File: config.mk
export PLATFORM = sky130hd
export DESIGN_NAME = psg_bus_master
export DESIGN_NICKNAME = d
export VERILOG_FILES = /design/src/rtl/psg_pkg.sv /design/src/rtl/psg_req_fifo.sv /design/src/rtl/psg_bus_master.sv
export SDC_FILE = /design/constraint.sdc
export NUM_CORES = 1
export LEC_CHECK = 0
export ABC_AREA = 1
export CAP_MARGIN = 10
export CORE_MARGIN = 8
export CORE_UTILIZATION = 40
export DETAILED_ROUTE_END_ITERATION = 6
export SLEW_MARGIN = 25
export SYNTH_ARGS = -nofsm -noshare
export SYNTH_HDL_FRONTEND = slang
export SYNTH_SLANG_ARGS = --single-unit
File: constraint.sdc
create_clock -name CLK -period 6.9 [get_ports CLK]
set_clock_uncertainty 0.15 [all_clocks]
set_input_delay 1.035 -clock CLK [delete_from_list [all_inputs] [get_ports CLK]]
set_output_delay 1.035 -clock CLK [all_outputs]
set_load 0.01 [all_outputs]
File: src/rtl/psg_pkg.sv
// rtl/psg_pkg.sv - shared sequencer states, request payload and BDIR/BC bus-mode encodings
package psg_pkg;

  typedef enum logic [2:0] {
    S_IDLE,
    S_ADDR,
    S_GAP_A,
    S_WRITE,
    S_READ,
    S_GAP_D
  } psg_bus_state_t;

  typedef struct packed {
    logic       wr;
    logic [3:0] addr;
    logic [7:0] data;
  } psg_req_t;

  // {BDIR, BC} pairs
  localparam logic [1:0] INACTIVE = 2'b00;
  localparam logic [1:0] READ     = 2'b01;
  localparam logic [1:0] WRITE    = 2'b10;
  localparam logic [1:0] LATCH    = 2'b11;

endpackage

File: src/rtl/psg_req_fifo.sv
// rtl/psg_req_fifo.sv - power-of-2 request queue with full/empty flags and fill count
module psg_req_fifo
  import psg_pkg::*;
#(
  parameter int DEPTH = 4,
  parameter int CW    = $clog2(DEPTH) + 1
) (
  input  logic          clk,
  input  logic          rst_n,
  input  logic          push,
  input  psg_req_t      push_data,
  input  logic          pop,
  output psg_req_t      pop_data,
  output logic          full,
  output logic          empty,
  output logic [CW-1:0] count
);

  localparam int AW = CW - 1;

  psg_req_t      mem [DEPTH];
  logic [AW-1:0] wr_ptr;
  logic [AW-1:0] rd_ptr;
  logic [CW-1:0] cnt;
  logic          do_push;
  logic          do_pop;

  assign full     = (cnt == CW'(DEPTH));
  assign empty    = (cnt == '0);
  assign do_push  = push && !full;
  assign do_pop   = pop && !empty;
  assign pop_data = mem[rd_ptr];
  assign count    = cnt;

  // pointers wrap naturally because DEPTH is a power of 2
  always_ff @(posedge clk or negedge rst_n) begin
    if (!rst_n) begin
      wr_ptr <= '0;
      rd_ptr <= '0;
      cnt    <= '0;
    end else begin
      if (do_push) wr_ptr <= wr_ptr + 1'b1;
      if (do_pop)  rd_ptr <= rd_ptr + 1'b1;
      cnt <= cnt + CW'(do_push) - CW'(do_pop);
    end
  end

  always_ff @(posedge clk) begin
    if (do_push) mem[wr_ptr] <= push_data;
  end

endmodule

File: src/rtl/psg_bus_master.sv
// rtl/psg_bus_master.sv - queued YM2149 BDIR/BC bus initiator; PSG_BUS_ADDR_CACHE_EN skips repeated address phases
module psg_bus_master
  import psg_pkg::*;
#(
  parameter int PHASE_CYCLES = 2,
  parameter int GAP_CYCLES   = 1,
  parameter int FIFO_DEPTH   = 4
) (
  input  logic       CLK,
  input  logic       RESET_N,
  input  logic       REQ_VALID,
  output logic       REQ_READY,
  input  logic       REQ_WR,
  input  logic [3:0] REQ_ADDR,
  input  logic [7:0] REQ_DATA,
  output logic       RSP_VALID,
  output logic [7:0] RSP_DATA,
  output logic       BUSY,
  output logic       BDIR,
  output logic       BC,
  output logic [7:0] PSG_DO,
  input  logic [7:0] PSG_DI
);

  localparam logic [3:0] PHASE_LOAD = 4'(PHASE_CYCLES - 1);
  localparam logic [3:0] GAP_LOAD   = 4'(GAP_CYCLES - 1);
  localparam int         CW         = $clog2(FIFO_DEPTH) + 1;

  psg_bus_state_t state, state_next;
  logic [3:0]     cnt, cnt_next;
  psg_req_t       cur, head, in_req;
  logic           full, empty, push, pop, cache_hit, read_last;
  logic [CW-1:0]  fill, fill_next;
  logic [1:0]     mode;

  assign in_req    = '{wr: REQ_WR, addr: REQ_ADDR, data: REQ_DATA};
  assign push      = REQ_VALID && !full;
  assign pop       = (state == S_IDLE) && !empty;
  assign REQ_READY = !full;
  assign fill_next = fill + CW'(push) - CW'(pop);
  assign read_last = (state == S_READ) && (cnt == 4'd0);
  assign {BDIR, BC} = mode;

  psg_req_fifo #(.DEPTH(FIFO_DEPTH), .CW(CW)) u_fifo (
    .clk       (CLK),
    .rst_n     (RESET_N),
    .push      (push),
    .push_data (in_req),
    .pop       (pop),
    .pop_data  (head),
    .full      (full),
    .empty     (empty),
    .count     (fill)
  );

`ifdef PSG_BUS_ADDR_CACHE_EN
  logic [3:0] last_addr;
  logic       last_valid;

  // the PSG keeps its latched register number, so a repeat address needs no new latch phase
  always_ff @(posedge CLK or negedge RESET_N) begin
    if (!RESET_N) begin
      last_addr  <= 4'h0;
      last_valid <= 1'b0;
    end else if (state == S_ADDR && cnt == 4'd0) begin
      last_addr  <= cur.addr;
      last_valid <= 1'b1;
    end
  end

  assign cache_hit = last_valid && (head.addr == last_addr);
`else
  assign cache_hit = 1'b0;
`endif

  always_comb begin
    state_next = state;
    cnt_next   = cnt - 4'd1;
    mode       = INACTIVE;
    PSG_DO     = 8'hFF;
    case (state)
      S_IDLE: begin
        cnt_next = PHASE_LOAD;
        if (!empty) state_next = cache_hit ? (head.wr ? S_WRITE : S_READ) : S_ADDR;
      end
      S_ADDR: begin
        mode   = LATCH;
        PSG_DO = {4'h0, cur.addr};
        if (cnt == 4'd0) begin
          state_next = S_GAP_A;
          cnt_next   = GAP_LOAD;
        end
      end
      S_GAP_A: begin
        if (cnt == 4'd0) begin
          state_next = cur.wr ? S_WRITE : S_READ;
          cnt_next   = PHASE_LOAD;
        end
      end
      S_WRITE: begin
        mode   = WRITE;
        PSG_DO = cur.data;
        if (cnt == 4'd0) begin
          state_next = S_GAP_D;
          cnt_next   = GAP_LOAD;
        end
      end
      S_READ: begin
        mode = READ;
        if (cnt == 4'd0) begin
          state_next = S_GAP_D;
          cnt_next   = GAP_LOAD;
        end
      end
      S_GAP_D: begin
        if (cnt == 4'd0) begin
          state_next = S_IDLE;
          cnt_next   = PHASE_LOAD;
        end
      end
      default: state_next = S_IDLE;
    endcase
  end

  always_ff @(posedge CLK or negedge RESET_N) begin
    if (!RESET_N) begin
      state     <= S_IDLE;
      cnt       <= 4'd0;
      cur       <= '0;
      RSP_VALID <= 1'b0;
      RSP_DATA  <= 8'h00;
      BUSY      <= 1'b0;
    end else begin
      state     <= state_next;
      cnt       <= cnt_next;
      RSP_VALID <= read_last;
      BUSY      <= (state_next != S_IDLE) || (fill_next != '0);
      if (pop)       cur      <= head;
      if (read_last) RSP_DATA <= PSG_DI;
    end
  end

endmodule

==> results.tsv, run 1 <==
metric	value	unit
placementRows	35	
final_util	49.2	%
place.gp.congestion	0.770	
ant_nets	0	
period_minus_slack	3.23	ns
synth_top_area_share	40.7	%
cpPeakStageDelay	0.60	ns
holdPathStages	2	
initial_utilization	41.3	%
status	completed	
synth.avg_cell_area	10.8	µm²
area_delta_synth_final	19.0	%
yosysSeqAreaShare	64.8	%
grt_use_total	12.1	%
cts_tree	built	
switching_share	39.8	%
timing.critical_path.from	state[0]	
synth_top_flop_cell	edfxtp_1	
clock_latency	0.37	ns
ir_worst_vdd	134	µV
antenna_found_initial	0	
max_freq	309	MHz
cp_max_fo	8	
cts_resized	0	
syn_inst	355	
maxCapViolCount	0	
dr.pass1.iters	4	
cp-end-kind	output pin	
ys_ff_latch	89	
holdCritPathClass	flop to flop	
synth_top_cell_by_area	edfxtp_1	
crit_path_start_kind	flop	
setup_viol	0	
required	5.71	ns
cts_buffers	9	
relSlewSlack	36.3	%
crit_chain	inv_2 > nor2_4 > nand2_1 > o221ai_1 > clkdlybuf4s50_1	
cp_slowest_cell	clkdlybuf4s50_1	
worstSetupPathDepth	5	
reg2reg_from	state[2]	
wl_per_cell	13.6	µm
cts.reportedPaths.clkPinSlew	0.10	ns
slew_violations	0	
cts_sinks	89	
cp.arrival	2.05	ns
synth_enable_flop_cells	52	
synth-warning-count	0	
final_hold_viol_count	0	
core	9280	µm²
drc	0	
ios	45	
cts_buffer_depth	2	
routed_via_density	4.59	
seqPwrFrac	41.3	%
die_area	13000	µm²
p_int	1230	µW
yosysMostFrequentCell	nand2_1	
critical_path_class	flop to output pin	
grt.overflow.total	0	
p_leak	0.00185	µW
diodes	0	
period_share	46.8	%
drt_iter0_markers	129	
clkPwrFrac	17.7	%
die_x	114	µm
pwr-share-comb	41.0	%
grt_max_degree	38	
finalWirelength	7270	µm
synth_common_cells	nand2_1 (63), edfxtp_1 (52), nor2_1 (51)	
rsz0062_at_grt	false	
port_buffers	44	
routed-via-count	2457	
ctsHoldBuffers	0	
crit_family	buffers and inverters	
htreeDepth	3	
worst_pin_slew	0.956	ns
synth_fp_nets	387	
postCtsSetupBuffers	0	
netlist-cell-type-count	32	
worst-path-buf-inv	2	
setup-tns-final	0	ns
clock_tree.root_cell	clkbuf_8	
synth_area	3840	µm²
synthArstFlopShare	41.6	%
grt_pass1_vias	2524	
grt_pass1_wl	12300	µm
power.density	447	nW/µm²
hpwl	4860	µm
drive_above_1_share	11.3	%
die_y	114	µm
fin_nets	433	
worstHoldStart	RSP_DATA[3]	
ff2ff_path_depth	12	
synthTopCellsByArea	edfxtp_1 (41%), dfrtp_1 (24%), nand2_1 (6.2%)	
switchingPower	811	µW
power by group through the flow:
stage	clock network (µW)	registers [µW]	logic [µW]
after global placement	0	850	833
final	361	841	837
after global routing	393	863	959
after detailed placement	0	855	853
after CTS	373	843	857
after floorplan	0	799	623
cell usage in the layout, fill, tap and decap left out, types with 2 or more instances in the layout:
master / count
a22oi_1: 3
buf_4: 4
clkbuf_8: 9
clkdlybuf4s50_1: 43
dfrtp_1: 37
edfxtp_1: 52
ha_1: 7
inv_1: 34
inv_2: 6
inv_8: 4
nand2_1: 63
nand2_2: 2
nand3_1: 9
nor2_1: 51
nor2_4: 4
o21ai_0: 39
o21ai_1: 11
o21ai_2: 8
xnor2_1: 2
xor2_1: 2
routing by layer:
metal  global-route usage, %  share of wire, %  vias up
li1                        -                 -     1256
met1                    15.5                50     1153
met2                    18.8                45       42
met3                    3.22               4.6        6
met4                    5.06              0.84        0
met5                       0                 0        -
cells by family after synthesis:
family	count (synthesis)	share of synthesized area, %
AND/OR/NAND/NOR	136	15.2
flip-flops	89	64.8
AO/OA/AOI/OAI	65	9.75
buffers and inverters	53	6.52
adder cells (fa/ha/maj)	8	2.80
XOR/XNOR	4	0.913
state kept, by name (all words and copies together), names as in the netlist:
signal         flops
state              3
cur               13
RSP_DATA           8
cnt                4
BUSY               1
u_fifo.wr_ptr      2
u_fifo.rd_ptr      2
u_fifo.count       3
u_fifo.mem        52
RSP_VALID          1
tightest hold or removal path, delay by kind of cell, from the launching register on:
| kind | cells | cell delay (ns) |
|---|---|---|
| and+or+nand+nor | 2 | 0.10 |
| DFF | 1 | 0.35 |
final cells by class:
| class | instances | area (µm²) |
|---|---|---|
| Timing Repair Buffer | 48 | 465 |
| Clock inverter | 7 | 78.8 |
| Sequential cell | 89 | 2490 |
| Fill cell | 854 | 4720 |
| Multi-Input combinational cell | 213 | 1100 |
| Inverter | 40 | 150 |
| Tap cell | 129 | 161 |
| Clock buffer | 9 | 124 |
path summary, 6_finish.rpt:
check / endpoint / slack, ns
max: PSG_DO[1] / 3.67
min: RSP_DATA[3] / 0.33
max reg2reg: BUSY / 3.92
min reg2reg: RSP_DATA[3] / 0.33
max in group asynchronous: state[2] / 5.46
min in group asynchronous: u_fifo.count[1] / 0.60
stage by stage:
| stage | worst slack, ns | power (µW) | std cells | area (µm²) | hold slack (ns) |
|---|---|---|---|---|---|
| after floorplan | 4.20 | 1420 | 355 | 3840 | 0.300 |
| after global placement | 3.72 | 1680 | 519 | 4360 | 0.307 |
| after detailed placement | 3.69 | 1710 | 519 | 4360 | 0.313 |
| after CTS | 3.65 | 2070 | 535 | 4570 | 0.340 |
| after global routing | 3.51 | 2220 | 535 | 4570 | 0.358 |
| final | 3.67 | 2040 | 535 | 4570 | 0.331 |
(Power assumes the default switching activity.)
==> run 2: changes to the inputs <==
- clock period: 6.9 -> 2.9 ns (I/O delays scaled with it)
==> results.tsv, run 2 (synthesized netlist as in run 1, its figures left out) <==
metric	value	unit	change
ant_nets	0		unchanged
holdCritPathClass	primary input to async pin		
drc	0		unchanged
top_layer_used	met4		
postCtsSetupBuffers	0		unchanged
area_delta_synth_final	19.3	%	
routed-via-count	2560		+4.2%
die_y	114	µm	unchanged
cp.arrival	2.00	ns	-0.05 ns
diodes	0		unchanged
relSlewSlack	40.8	%	+4.5 points
crit_chain	buf_4 > nor2_4 > nand2_1 > o221ai_1 > clkdlybuf4s50_1		
drt_iter0_markers	189		+47%
p_leak	0.00186	µW	+0.59%
core	9280	µm²	unchanged
wl_per_cell	13.9	µm	+2.7%
worst_hold_slack	0.0245	ns	-0.307 ns
regToRegEndpoint	BUSY		
grt_max_degree	38		unchanged
port_buffers	44		unchanged
largest_reg_flops	52		unchanged
ir_worst_vdd	299	µV	+120%
ff2ff_path_depth	13		+1
final_cell_mix	nand2_1 (63), edfxtp_1 (52), nor2_1 (51)		
drive_above_1_share	12.0	%	+0.65 points
finalWirelength	7510	µm	+3.2%
cts_buffers	9		unchanged
final_hold_viol_count	0		unchanged
grt_use_total	11.9	%	-0.13 points
period_minus_slack	2.59	ns	
worst_pin_slew	0.888	ns	-0.0674 ns
cts.reportedPaths.clkPinSlew	0.09	ns	about the same
rsz0062_at_grt	false		
slew_violations	0		unchanged
cts_resized	0		unchanged
reg2reg_slack	0.34	ns	-3.58 ns
cts_buffer_depth	2		unchanged
placementRows	35		unchanged
required	2.32	ns	-3.39 ns
pre_cts_slack	0.260	ns	-3.43 ns
grt_pass1_vias	2477		-1.9%
cp_max_fo	8		unchanged
fin_ws	0.314	ns	-3.35 ns
timing.critical_path.from	state[2]		
ctsHoldBuffers	0		unchanged
fin_nets	436		+0.69%
power.density	1060	nW/µm²	+140%
wl_met2	3450	µm	+6.0%
place_area	4390	µm²	+0.52%
die_x	114	µm	unchanged
cpPeakStageDelay	0.59	ns	about the same
cp_slowest_cell	clkdlybuf4s50_1		
cp-end-kind	output pin		
postLayoutCellArea	4580	µm²	+0.27%
layout_commonest_cell	nand2_1		
reg_top3	u_fifo.mem x52, cur x13, RSP_DATA x8		
setup_viol	0		unchanged
top_register	u_fifo.mem		
routed_via_density	4.76		+3.6%
cts_sinks	89		unchanged
cts_tree	built		
grt_pass1_wl	12100	µm	-1.5%
ios	45		unchanged
period_share	89.2	%	
drt-met1-wl	3550	µm	-1.8%
initial_utilization	41.3	%	unchanged
reg2reg_from	u_fifo.count[1]		
dr.pass1.iters	5		+1
clock_latency	0.36	ns	about the same
setup-tns-final	0	ns	unchanged
grt.overflow.total	0		unchanged
maxCapViolCount	0		unchanged
max_freq	387	MHz	
htreeDepth	3		unchanged
status	completed		
die_area	13000	µm²	unchanged
antenna_found_initial	0		unchanged
critical_path_class	flop to output pin		
clock_tree.root_cell	clkbuf_8		
place.gp.congestion	0.842		+9.2%
hpwl	5040	µm	+3.7%
crit_path_start_kind	flop		
met3_length	419	µm	+24%
==> run 2: worst max-delay path by stage <==
stage                           end  slack [ns]
after detailed placement       BUSY        0.26
after global routing           BUSY        0.19
after global placement         BUSY        0.32
after floorplan                BUSY        0.22
final                     PSG_DO[1]        0.31
after CTS                 PSG_DO[1]        0.29
==> run 2: critical path: cells and delay by family (launching register included) <==
family                 cells  cell delay (ns)
flip-flops                 1             0.40
AND/OR/NAND/NOR            2             0.31
AO/OA/AOI/OAI              1             0.16
buffers and inverters      2             0.77
==> run 2: per-layer routing <==
layer	up-vias	track usage, %
met5	-	0
li1	1266	-
met2	68	18.5
met1	1217	15.5
met3	9	2.85
met4	0	5.59
==> run 2: power by group <==
part	internal, µW	total (µW)	switching, µW
Clock	339	825	486
Combinational	868	2100	1230
Sequential	1740	1950	210
==> run 2: stage by stage <==
step,utilization [%],total power (µW),std cells
5_1_grt,49.3,5270,538
3_5_place_dp,47.2,4100,522
2_1_floorplan,-,3380,355
3_3_place_gp,47.2,4040,522
4_1_cts,49.3,4930,538
6_report,49.3,4870,538
==> run 2: final cells by class <==
cell class	count	area, µm²
multi-input combinational	213	1100
fill	867	4710
inverter	40	150
sequential	89	2490
clock inverter	7	68.8
clock buffer	9	124
tap	129	161
timing repair buffer	51	488
==> run 3: changes to the inputs <==
- CORE_ASPECT_RATIO: not set -> 0.8
==> results.tsv, run 3 (synthesized netlist as in run 1, its figures left out) <==
metric	value	unit	change
met1_usage	15.4	%	-0.081 points
relSlewSlack	42.9	%	+2.2 points
power.density	1130	nW/µm²	+6.2%
switching_share	35.2	%	-4.4 points
routed-via-count	2498		-2.4%
setup-tns-final	0	ns	unchanged
final_hold_viol_count	0		unchanged
clock_tree.root_cell	clkbuf_16		
hpwl	5140	µm	+2.0%
slew_violations	0		unchanged
holdCritPathClass	primary input to async pin		
cts_buffers	9		unchanged
reg_top3	u_fifo.mem x52, cur x13, RSP_DATA x8		
worst-path-buf-inv	2		unchanged
grt_pass1_vias	2497		+0.81%
switchingPower	1870	µW	-2.8%
seqPwrFrac	36.8	%	-3.1 points
initial_utilization	40.4	%	-0.89 points
area_delta_synth_final	22.9	%	
p_int	3450	µW	+17%
grt_max_degree	38		unchanged
die_x	125	µm	+10%
ant_nets	0		unchanged
core	9490	µm²	+2.2%
port_buffers	44		unchanged
diodes	0		unchanged
pre_cts_slack	0.274	ns	+0.0144 ns
critical_path_class	flop to output pin		
finalWirelength	7400	µm	-1.4%
maxCapViolCount	0		unchanged
cp_slowest_cell	clkdlybuf4s50_1		
top_register	u_fifo.mem		
cp_max_fo	8		unchanged
drc	0		unchanged
worst_pin_slew	0.856	ns	-0.0323 ns
clock_latency	0.34	ns	-0.02 ns
cts_sinks	89		unchanged
place.gp.congestion	0.834		-0.84%
period_minus_slack	2.62	ns	+0.0314 ns
placementRows	32		-8.6%
routed_via_density	4.72		-0.76%
globalRouteMet2Util	19.7	%	+1.3 points
drive_above_1_share	11.7	%	-0.27 points
regArea	2490	µm²	unchanged
multi_input_area	1100	µm²	unchanged
postCtsSetupBuffers	0		unchanged
place_area	4380	µm²	-0.11%
ctsHoldBuffers	0		unchanged
wl_per_cell	14.0	µm	+0.25%
pwr-share-comb	39.1	%	-4.0 points
grt_use_total	12.3	%	+0.33 points
cp-end-kind	output pin		
ir_worst_vdd	449	µV	+50%
ff2ff_path_depth	13		unchanged
status	completed		
cpPeakStageDelay	0.59	ns	about the same
fin_nets	437		+0.23%
grt.overflow.total	0		unchanged
postLayoutCellArea	4720	µm²	+3.0%
num-fill-cells	829		-4.4%
crit_chain	inv_2 > nor2_4 > nand2_1 > o221ai_1 > clkdlybuf4s50_1		
cp.arrival	2.03	ns	+0.03 ns
rsz0062_at_grt	false		
use_met3	4.00	%	+1.1 points
layout_commonest_cell	nand2_1		
worstSetupPathDepth	5		unchanged
cts_resized	0		unchanged
ios	45		unchanged
crit_family	buffers and inverters		
period_share	90.3	%	+1.1 points
cts_buffer_depth	2		unchanged
grt_pass1_wl	12700	µm	+4.8%
grt.busiest_layer	met2		
die_y	104	µm	-9.1%
dr.pass1.iters	4		-1
die_area	13000	µm²	+0.15%
setup_viol	0		unchanged
p_leak	0.00193	µW	+3.5%
crit_path_start_kind	flop		
clkPwrFrac	24.1	%	+7.2 points
final_cell_mix	nand2_1 (63), edfxtp_1 (52), nor2_1 (51)		
largest_reg_flops	52		unchanged
fin_ws	0.283	ns	-0.0314 ns
cts_tree	built		
htreeDepth	3		unchanged
max_freq	382	MHz	-1.2%
cts.reportedPaths.clkPinSlew	0.06	ns	-0.03 ns
drt_iter0_markers	91		-52%
antenna_found_initial	0		unchanged
required	2.32	ns	about the same
-- run 3: cell count changes in the layout (fill, tap and decap cells not counted), sizes merged --
| cell | delta |
|---|---|
| buf | +1 |
| bufinv | +3 |
| clkbuf | +1 |
| clkinvlp | +1 |
| inv | -5 |
-- run 3: power by group through the flow --
stage	clock network [µW]	registers (µW)	logic, µW
floorplan	0	1900	1480
global placement	0	1980	2080
detailed placement	0	1990	2120
CTS	1320	1960	2130
global route	1380	2000	2380
finish	1290	1960	2080
-- run 3: layout make-up --
type | count | share of cell area [%]
Tap cell | 119 | 3.16
Clock buffer | 10 | 4.86
Multi-Input combinational cell | 213 | 23.3
Inverter | 40 | 3.18
Clock inverter | 6 | 2.26
Timing Repair Buffer | 52 | 10.5
Sequential cell | 89 | 52.7
-- run 3: worst register-to-register path, delay by kind of cell, from the launching register on --
kind                     cells  cell delay (ns)
adder cells (fa/ha/maj)      3             0.92
buffers and inverters        3             0.21
flip-flops                   1             0.38
AND/OR/NAND/NOR              7             0.78
-- run 3: per-layer routing --
layer / wire [µm] / share of wire, % / vias to the layer above
met3: 344 / 4.6 / 10
li1: - / - / 1271
met4: 108 / 1.5 / 0
met5: 0 / 0 / -
met1: 3380 / 46 / 1172
met2: 3560 / 48 / 45
-- run 3: final timing paths --
check	from	end	slack, ns
min in group CLK	RSP_DATA[0]	RSP_DATA[0]	0.32
max in group asynchronous	RESET_N	RSP_DATA[5]	2.01
hold / removal	RESET_N	cnt[2]	0.06
setup reg to reg	u_fifo.count[1]	BUSY	0.33
hold reg to reg	RSP_DATA[0]	RSP_DATA[0]	0.32
setup / recovery	state[0]	PSG_DO[1]	0.28
-- run 3: stage by stage --
step	utilization [%]	hold WS [ns]	instances	total power [µW]
floorplan	-	-0.0106	355	3380
global placement	46.2	0.306	513	4060
detailed placement	46.2	0.310	513	4110
CTS	49.7	0.0923	529	5410
global route	49.7	0.138	529	5760
finish	49.7	0.0572	529	5330
